### config.mk
export PLATFORM = sky130hd
export DESIGN_NAME = if_id_stage_reg_flat
export DESIGN_NICKNAME = d
export VERILOG_FILES = /design/src/rtl/if_id_stage_reg_if.sv /design/src/rtl/if_id_stage_reg.sv /design/src/flat_wrapper.sv
export SDC_FILE = /design/constraint.sdc
export NUM_CORES = 1
export LEC_CHECK = 0
export BUFFER_PORTS_ARGS = -buffer_cell sky130_fd_sc_hd__buf_2
export CORE_MARGIN = 8
export CORE_UTILIZATION = 44
export CTS_BUF_LIST = sky130_fd_sc_hd__clkbuf_16
export CTS_CLUSTER_DIAMETER = 30
export CTS_CLUSTER_SIZE = 25
export DETAILED_ROUTE_END_ITERATION = 12
export GPL_ROUTABILITY_DRIVEN = 0
export PLACE_DENSITY_LB_ADDON = 0.15
export SYNTH_ARGS = -nofsm -noshare
export SYNTH_HDL_FRONTEND = slang
export SYNTH_SLANG_ARGS = --single-unit
### constraint.sdc
create_clock -name clk_i -period 2.5 [get_ports clk_i]
set_clock_uncertainty 0.15 [all_clocks]
set_input_delay 0 -clock clk_i [delete_from_list [all_inputs] [get_ports clk_i]]
set_output_delay 0 -clock clk_i [all_outputs]
set_load 0.01 [all_outputs]
### src/rtl/if_id_stage_reg_if.sv
// IF/ID pipeline register bundle: fetch-side controls and data in,
// registered instruction, decoded fields and stall status out.
interface if_id_stage_reg_if #(
  parameter int ADDR_W = 32,
  parameter int CNT_W  = 4
);
  logic              stall_i;
  logic              flush_i;
  logic              valid_i;
  logic [ADDR_W-1:0] pc_i;
  logic [31:0]       inst_i;
  logic              valid_o;
  logic [ADDR_W-1:0] pc_o;
  logic [31:0]       inst_o;
  logic [5:0]        op_o;
  logic [4:0]        rs_o;
  logic [4:0]        rt_o;
  logic [4:0]        rd_o;
  logic [4:0]        shamt_o;
  logic [5:0]        funct_o;
  logic [15:0]       imm_o;
  logic [25:0]       jaddr_o;
  logic              held_o;
  logic [CNT_W-1:0]  stall_cnt_o;
  logic              stall_timeout_o;

  modport master (
    output stall_i, flush_i, valid_i, pc_i, inst_i,
    input  valid_o, pc_o, inst_o, op_o, rs_o, rt_o, rd_o,
    input  shamt_o, funct_o, imm_o, jaddr_o,
    input  held_o, stall_cnt_o, stall_timeout_o
  );

  modport slave (
    input  stall_i, flush_i, valid_i, pc_i, inst_i,
    output valid_o, pc_o, inst_o, op_o, rs_o, rt_o, rd_o,
    output shamt_o, funct_o, imm_o, jaddr_o,
    output held_o, stall_cnt_o, stall_timeout_o
  );
endinterface

### src/rtl/if_id_stage_reg.sv
// IF/ID pipeline register for the 5-stage MIPS core with stall/flush,
// MIPS field decode and a sticky stall watchdog.
module if_id_stage_reg #(
  parameter int          ADDR_W        = 32,
  parameter logic [31:0] NOP_INST      = 32'h0,
  parameter int          STALL_LIMIT   = 15,
  parameter int          CNT_W         = 4,
  parameter bit          FLUSH_KEEP_PC = 1'b1
) (
  input  logic clk_i,
  input  logic rst_i,
  if_id_stage_reg_if.slave bus
);

  typedef enum logic [1:0] {
    EMPTY,
    FULL,
    HELD
  } state_e;

  localparam logic [CNT_W-1:0] CNT_MAX = '1;
  localparam logic [CNT_W-1:0] LIMIT   = CNT_W'(STALL_LIMIT);

  state_e            state_q;
  logic              valid_q;
  logic [ADDR_W-1:0] pc_q;
  logic [31:0]       inst_q;
  logic [CNT_W-1:0]  cnt_q;
  logic [CNT_W-1:0]  cnt_inc;
  logic              to_q;

  assign cnt_inc = (cnt_q == CNT_MAX) ? cnt_q : cnt_q + CNT_W'(1);

  always_ff @(posedge clk_i) begin
    if (rst_i) begin
      state_q <= EMPTY;
      valid_q <= 1'b0;
      pc_q    <= '0;
      inst_q  <= NOP_INST;
      cnt_q   <= '0;
      to_q    <= 1'b0;
    end else begin
      priority case (1'b1)
        bus.flush_i: begin
          state_q <= EMPTY;
          valid_q <= 1'b0;
          pc_q    <= FLUSH_KEEP_PC ? pc_q : '0;
          inst_q  <= NOP_INST;
          cnt_q   <= '0;
        end
        bus.stall_i: begin
          // a stalled bubble stays a bubble
          state_q <= (state_q == EMPTY) ? EMPTY : HELD;
          cnt_q   <= cnt_inc;
          if (cnt_inc == LIMIT)
            to_q <= 1'b1;
        end
        default: begin
          state_q <= bus.valid_i ? FULL : EMPTY;
          valid_q <= bus.valid_i;
          pc_q    <= bus.pc_i;
          inst_q  <= bus.inst_i;
          cnt_q   <= '0;
        end
      endcase
    end
  end

  assign bus.valid_o         = valid_q;
  assign bus.pc_o            = pc_q;
  assign bus.inst_o          = inst_q;
  assign bus.op_o            = inst_q[31:26];
  assign bus.rs_o            = inst_q[25:21];
  assign bus.rt_o            = inst_q[20:16];
  assign bus.rd_o            = inst_q[15:11];
  assign bus.shamt_o         = inst_q[10:6];
  assign bus.funct_o         = inst_q[5:0];
  assign bus.imm_o           = inst_q[15:0];
  assign bus.jaddr_o         = inst_q[25:0];
  assign bus.held_o          = (state_q == HELD);
  assign bus.stall_cnt_o     = cnt_q;
  assign bus.stall_timeout_o = to_q;

endmodule

### src/flat_wrapper.sv
// flat-port wrapper written by rule: the top's interface ports become plain ports
module if_id_stage_reg_flat 
#(
  parameter int          ADDR_W        = 32,
  parameter logic [31:0] NOP_INST      = 32'h0,
  parameter int          STALL_LIMIT   = 15,
  parameter int          CNT_W         = 4,
  parameter bit          FLUSH_KEEP_PC = 1'b1
)
  (clk_i, rst_i, bus_stall_i, bus_flush_i, bus_valid_i, bus_pc_i, bus_inst_i, bus_valid_o, bus_pc_o, bus_inst_o, bus_op_o, bus_rs_o, bus_rt_o, bus_rd_o, bus_shamt_o, bus_funct_o, bus_imm_o, bus_jaddr_o, bus_held_o, bus_stall_cnt_o, bus_stall_timeout_o);
  if_id_stage_reg_if #(.ADDR_W(ADDR_W), .CNT_W(CNT_W)) bus_i ();
  input  logic clk_i;
  input  logic rst_i;
  input wire logic [$bits(bus_i.stall_i)-1:0] bus_stall_i;
  input wire logic [$bits(bus_i.flush_i)-1:0] bus_flush_i;
  input wire logic [$bits(bus_i.valid_i)-1:0] bus_valid_i;
  input wire logic [$bits(bus_i.pc_i)-1:0] bus_pc_i;
  input wire logic [$bits(bus_i.inst_i)-1:0] bus_inst_i;
  output wire logic [$bits(bus_i.valid_o)-1:0] bus_valid_o;
  output wire logic [$bits(bus_i.pc_o)-1:0] bus_pc_o;
  output wire logic [$bits(bus_i.inst_o)-1:0] bus_inst_o;
  output wire logic [$bits(bus_i.op_o)-1:0] bus_op_o;
  output wire logic [$bits(bus_i.rs_o)-1:0] bus_rs_o;
  output wire logic [$bits(bus_i.rt_o)-1:0] bus_rt_o;
  output wire logic [$bits(bus_i.rd_o)-1:0] bus_rd_o;
  output wire logic [$bits(bus_i.shamt_o)-1:0] bus_shamt_o;
  output wire logic [$bits(bus_i.funct_o)-1:0] bus_funct_o;
  output wire logic [$bits(bus_i.imm_o)-1:0] bus_imm_o;
  output wire logic [$bits(bus_i.jaddr_o)-1:0] bus_jaddr_o;
  output wire logic [$bits(bus_i.held_o)-1:0] bus_held_o;
  output wire logic [$bits(bus_i.stall_cnt_o)-1:0] bus_stall_cnt_o;
  output wire logic [$bits(bus_i.stall_timeout_o)-1:0] bus_stall_timeout_o;
  assign bus_i.stall_i = bus_stall_i;
  assign bus_i.flush_i = bus_flush_i;
  assign bus_i.valid_i = bus_valid_i;
  assign bus_i.pc_i = bus_pc_i;
  assign bus_i.inst_i = bus_inst_i;
  assign bus_valid_o = bus_i.valid_o;
  assign bus_pc_o = bus_i.pc_o;
  assign bus_inst_o = bus_i.inst_o;
  assign bus_op_o = bus_i.op_o;
  assign bus_rs_o = bus_i.rs_o;
  assign bus_rt_o = bus_i.rt_o;
  assign bus_rd_o = bus_i.rd_o;
  assign bus_shamt_o = bus_i.shamt_o;
  assign bus_funct_o = bus_i.funct_o;
  assign bus_imm_o = bus_i.imm_o;
  assign bus_jaddr_o = bus_i.jaddr_o;
  assign bus_held_o = bus_i.held_o;
  assign bus_stall_cnt_o = bus_i.stall_cnt_o;
  assign bus_stall_timeout_o = bus_i.stall_timeout_o;
  if_id_stage_reg #(.ADDR_W(ADDR_W), .NOP_INST(NOP_INST), .STALL_LIMIT(STALL_LIMIT), .CNT_W(CNT_W), .FLUSH_KEEP_PC(FLUSH_KEEP_PC)) u_core (.clk_i(clk_i), .rst_i(rst_i), .bus(bus_i));
endmodule
==> metrics.md <==
| Metric | Value |
|---|---|
| Layout cell share with drive strength beyond 1 | `0.4294` |
| First-pass GRT wire length | `around 14000 um` |
| Worst Setup End Kind | `flop` |
| Yosys top cell area share | `0.4712` |
| Max Slew Vio Count | `0` |
| Slew Limit Headroom | `0.5037` |
| Die width | `between 90 and 100 um` |
| CTS tree | `done` |
| Final setup viols | `0` |
| Part of the cycle the worst path needs | `0.6290` |
| Avg WL per Cell | `between 10 and 15 um` |
| Yosys top cell by area | `dfxtp_1` |
| R2R setup slack | `approximately 0.98 ns` |
| Power density over cell area | `611.7 nW/um^2` |
| GR Util All Layers | `0.1747` |
| Final Cell Area | `4547 um^2` |
| Ys async rst share | `0` |
| Worst-Skew Late Latency | `about 0.32 ns` |
| Pre-Repair DR Iteration Count | `4` |
| Number of synthesized flops with an enable pin | `0` |
| Post-synthesis instance total | `337` |
| Synth unique cells | `24` |
| CP required | `2.54 ns` |
| Rows | `30` |
| Count leader, synth | `buf_4` |
| Initial antenna violation count | `0` |
| Worst Hold Path Cells | `4` |
| Leakage Power | `~2.4 nW` |
| Vias in the first global route | `approximately 2900` |
| Total number of vias | `2836` |
| Number of diodes | `0` |
| Multi-input combinational cell area | `between 900 and 1000 um^2` |
| Worst Hold End | `u_core.bus.stall_timeout_o` |
| Setup TNS | `0 ns` |
| Vias/cell | `between 4 and 5` |
| Fill count | `between 500 and 600` |
| Syn_area_per_cell | `approximately 9.1 um^2` |
| Maximum vdd ir drop | `around 360 uV` |
| Antenna Nets Post-Route | `0` |
| Core ar. | `a little under 7000 um^2` |
| Cts bufs inserted | `9` |
| Top area cells in the synthesized netlist | `dfxtp_1 47%, buf_4 19%, nand2_1 8.1%` |
| Main synth FF type | `dfxtp_1` |
| I/O Pins | `214` |
| Fin crit period | `1.572 ns` |
| Origin of the worst min-delay path | `bus_stall_i` |
| Root Driver | `clkbuf_16` |
| Clock sink total | `~70` |
| Grt ovf | `0` |
| Reg-to-reg startpoint | `u_core.bus.stall_cnt_o[0]` |
| Synth warn | `0` |
| CP arrival | `1.61 ns` |
| Pin count of the biggest net entering global routing | `36` |
| Hold WC Path Type | `primary input to flop` |
| DRC errors left | `0` |
| Synth cell count leaders | `76 x buf_4, 72 x dfxtp_1, 66 x nand2_1, 32 x a21oi_1, 21 x nor2_1` |
| Reg area | `roughly 1400 um^2` |
| Synth Cell Area | `between 3000 and 4000 um^2` |
| DRT iter0 DRCs | `47` |
| Detailed placement HPWL | `between 6000 and 7000 um` |
| Post-layout net count | `roughly 600` |
| Clk buf depth | `2` |
| Die extent in y | `about 100 um` |
| Status | `completed` |
| FF-to-FF End | `u_core.bus.stall_timeout_o` |
| RSZ-0062 raised after global routing | `no` |
| Post-synthesis sequential area ratio | `0.4712` |
| # H-tree levels | `3` |
| WS Path Type | `primary input to flop` |
| Reg clk slew, reported paths | `about 0.05 ns` |
| Worst Setup Start Kind | `primary input` |
| Overall die area | `9876 um^2` |
| Post-Route WL | `slightly below 9000 um` |
| Fin. Hold Viols | `0` |
| Count of input and output buffers | `213` |
| Slew @ Worst Pin | `0.7445 ns` |
| R2R cell count | `4` |
| Max-cap violations | `0` |
| Initial Util | `0.4528` |
| Area grow syn2layout | `48.63%` |
| Seq cells post-synth | `72` |
| Post-CTS sizing | `0` |
| Post-synthesis net count | `slightly above 400` |
| CP Max Fanout | `35` |
| DP Area | `around 3600 um^2` |
| Fmax achieved | `around 0.64 GHz` |
## sequential cells by signal, summed over array words and instances, names as in the netlist
name                        cells
u_core.bus.stall_timeout_o      1
u_core.state_q                  2
u_core.bus.pc_o                32
u_core.bus.stall_cnt_o          4
u_core.bus.valid_o              1
u_core.bus.inst_o              32
## kinds of logic (layout without fill, tap and decap cells)
logic type / Yosys count / count (layout) / share of synthesized area
muxes: 16 / 16 / 0.05235
buffers and inverters: 93 / 301 / 0.2184
and+or+nand+nor: 101 / 101 / 0.1395
AOI/OAI and AO/OA: 52 / 52 / 0.1088
xor gates and xnor gates: 2 / 2 / 0.005727
adders and majority gates: 1 / 1 / 0.004089
DFF: 72 / 72 / 0.4712
## through the flow
| step | cells | hold slack (ns) | utilization | setup WS (ns) | total power (W) |
|---|---|---|---|---|---|
| after CTS | 625 | 0.09974 | 0.6730 | 0.8902 | 0.002823 |
| after global routing | 625 | 0.1140 | 0.6730 | 0.7713 | 0.002905 |
| after detailed placement | 543 | 0.06869 | 0.5326 | 0.9941 | 0.001536 |
| final | 625 | 0.1037 | 0.6730 | 0.9276 | 0.002781 |
| after global placement | 543 | 0.06756 | 0.5326 | 1.044 | 0.001532 |
| after floorplan | 337 | -0.02829 | - | 1.038 | 0.001438 |
## layout by cell type (no fill, tap or decap), types with 2 or more instances in the layout
master / instances
a22o_1: 18
inv_1: 2
buf_2: 213
a21oi_1: 32
and2_1: 2
mux2i_1: 16
nor3_1: 2
or2_1: 2
buf_4: 5
nor2_2: 2
dfxtp_1: 72
nand3_1: 2
nand2_1: 66
xnor2_1: 2
clkbuf_16: 9
dlygate4sd3_1: 67
clkinv_2: 3
nor2_1: 21
## where the power goes
part / switching (W) / internal [W]
Clock: 0.000435 / 0.000753
Sequential: 0.0000285 / 0.00119
Combinational: 0.000173 / 0.000200
Total: 0.000637 / 0.00214
## worst max path at each step
stage | start | endpoint | slack, ns | cells past startpoint
after floorplan | u_core.bus.stall_cnt_o[0] | u_core.bus.stall_timeout_o | 1.04 | 4
after global placement | bus_stall_i | u_core.bus.inst_o[7] | 1.04 | 4
after detailed placement | u_core.bus.stall_cnt_o[0] | u_core.bus.stall_timeout_o | 0.99 | 4
after CTS | rst_i | u_core.bus.inst_o[15] | 0.89 | 5
after global routing | rst_i | u_core.bus.inst_o[15] | 0.77 | 5
final | rst_i | u_core.bus.inst_o[13] | 0.93 | 5
## critical path: stages
cell and delay (ns):
dlygate4sd3_1 0.52, buf_2 0.13, buf_4 0.37, or2_1 0.48, nor2_1 0.10
## per-layer routing
layer | up-vias | global-route usage | part of all wire
met2 | 119 | 0.3048 | 0.50
met4 | 0 | 0.06286 | 0.012
met1 | 1273 | 0.1757 | 0.37
met3 | 10 | 0.08659 | 0.11
li1 | 1434 | - | -
met5 | - | 0 | 0
## area by class of cell
class,instances,share of cell area
flip-flops and latches,72,0.3170
clock inverters,6,0.01156
multi-input cells,172,0.2089
inverters,1,0.0008255
well taps,80,0.02201
clock buffers,9,0.04953
repair buffers,285,0.3902
## timing repair
item,CTS,global route
hold buffers,67,0
setup buffers,0,0
endpoints found under the setup margin,0,0
endpoints found under the hold margin,72,0
(Power assumes the default switching activity.)
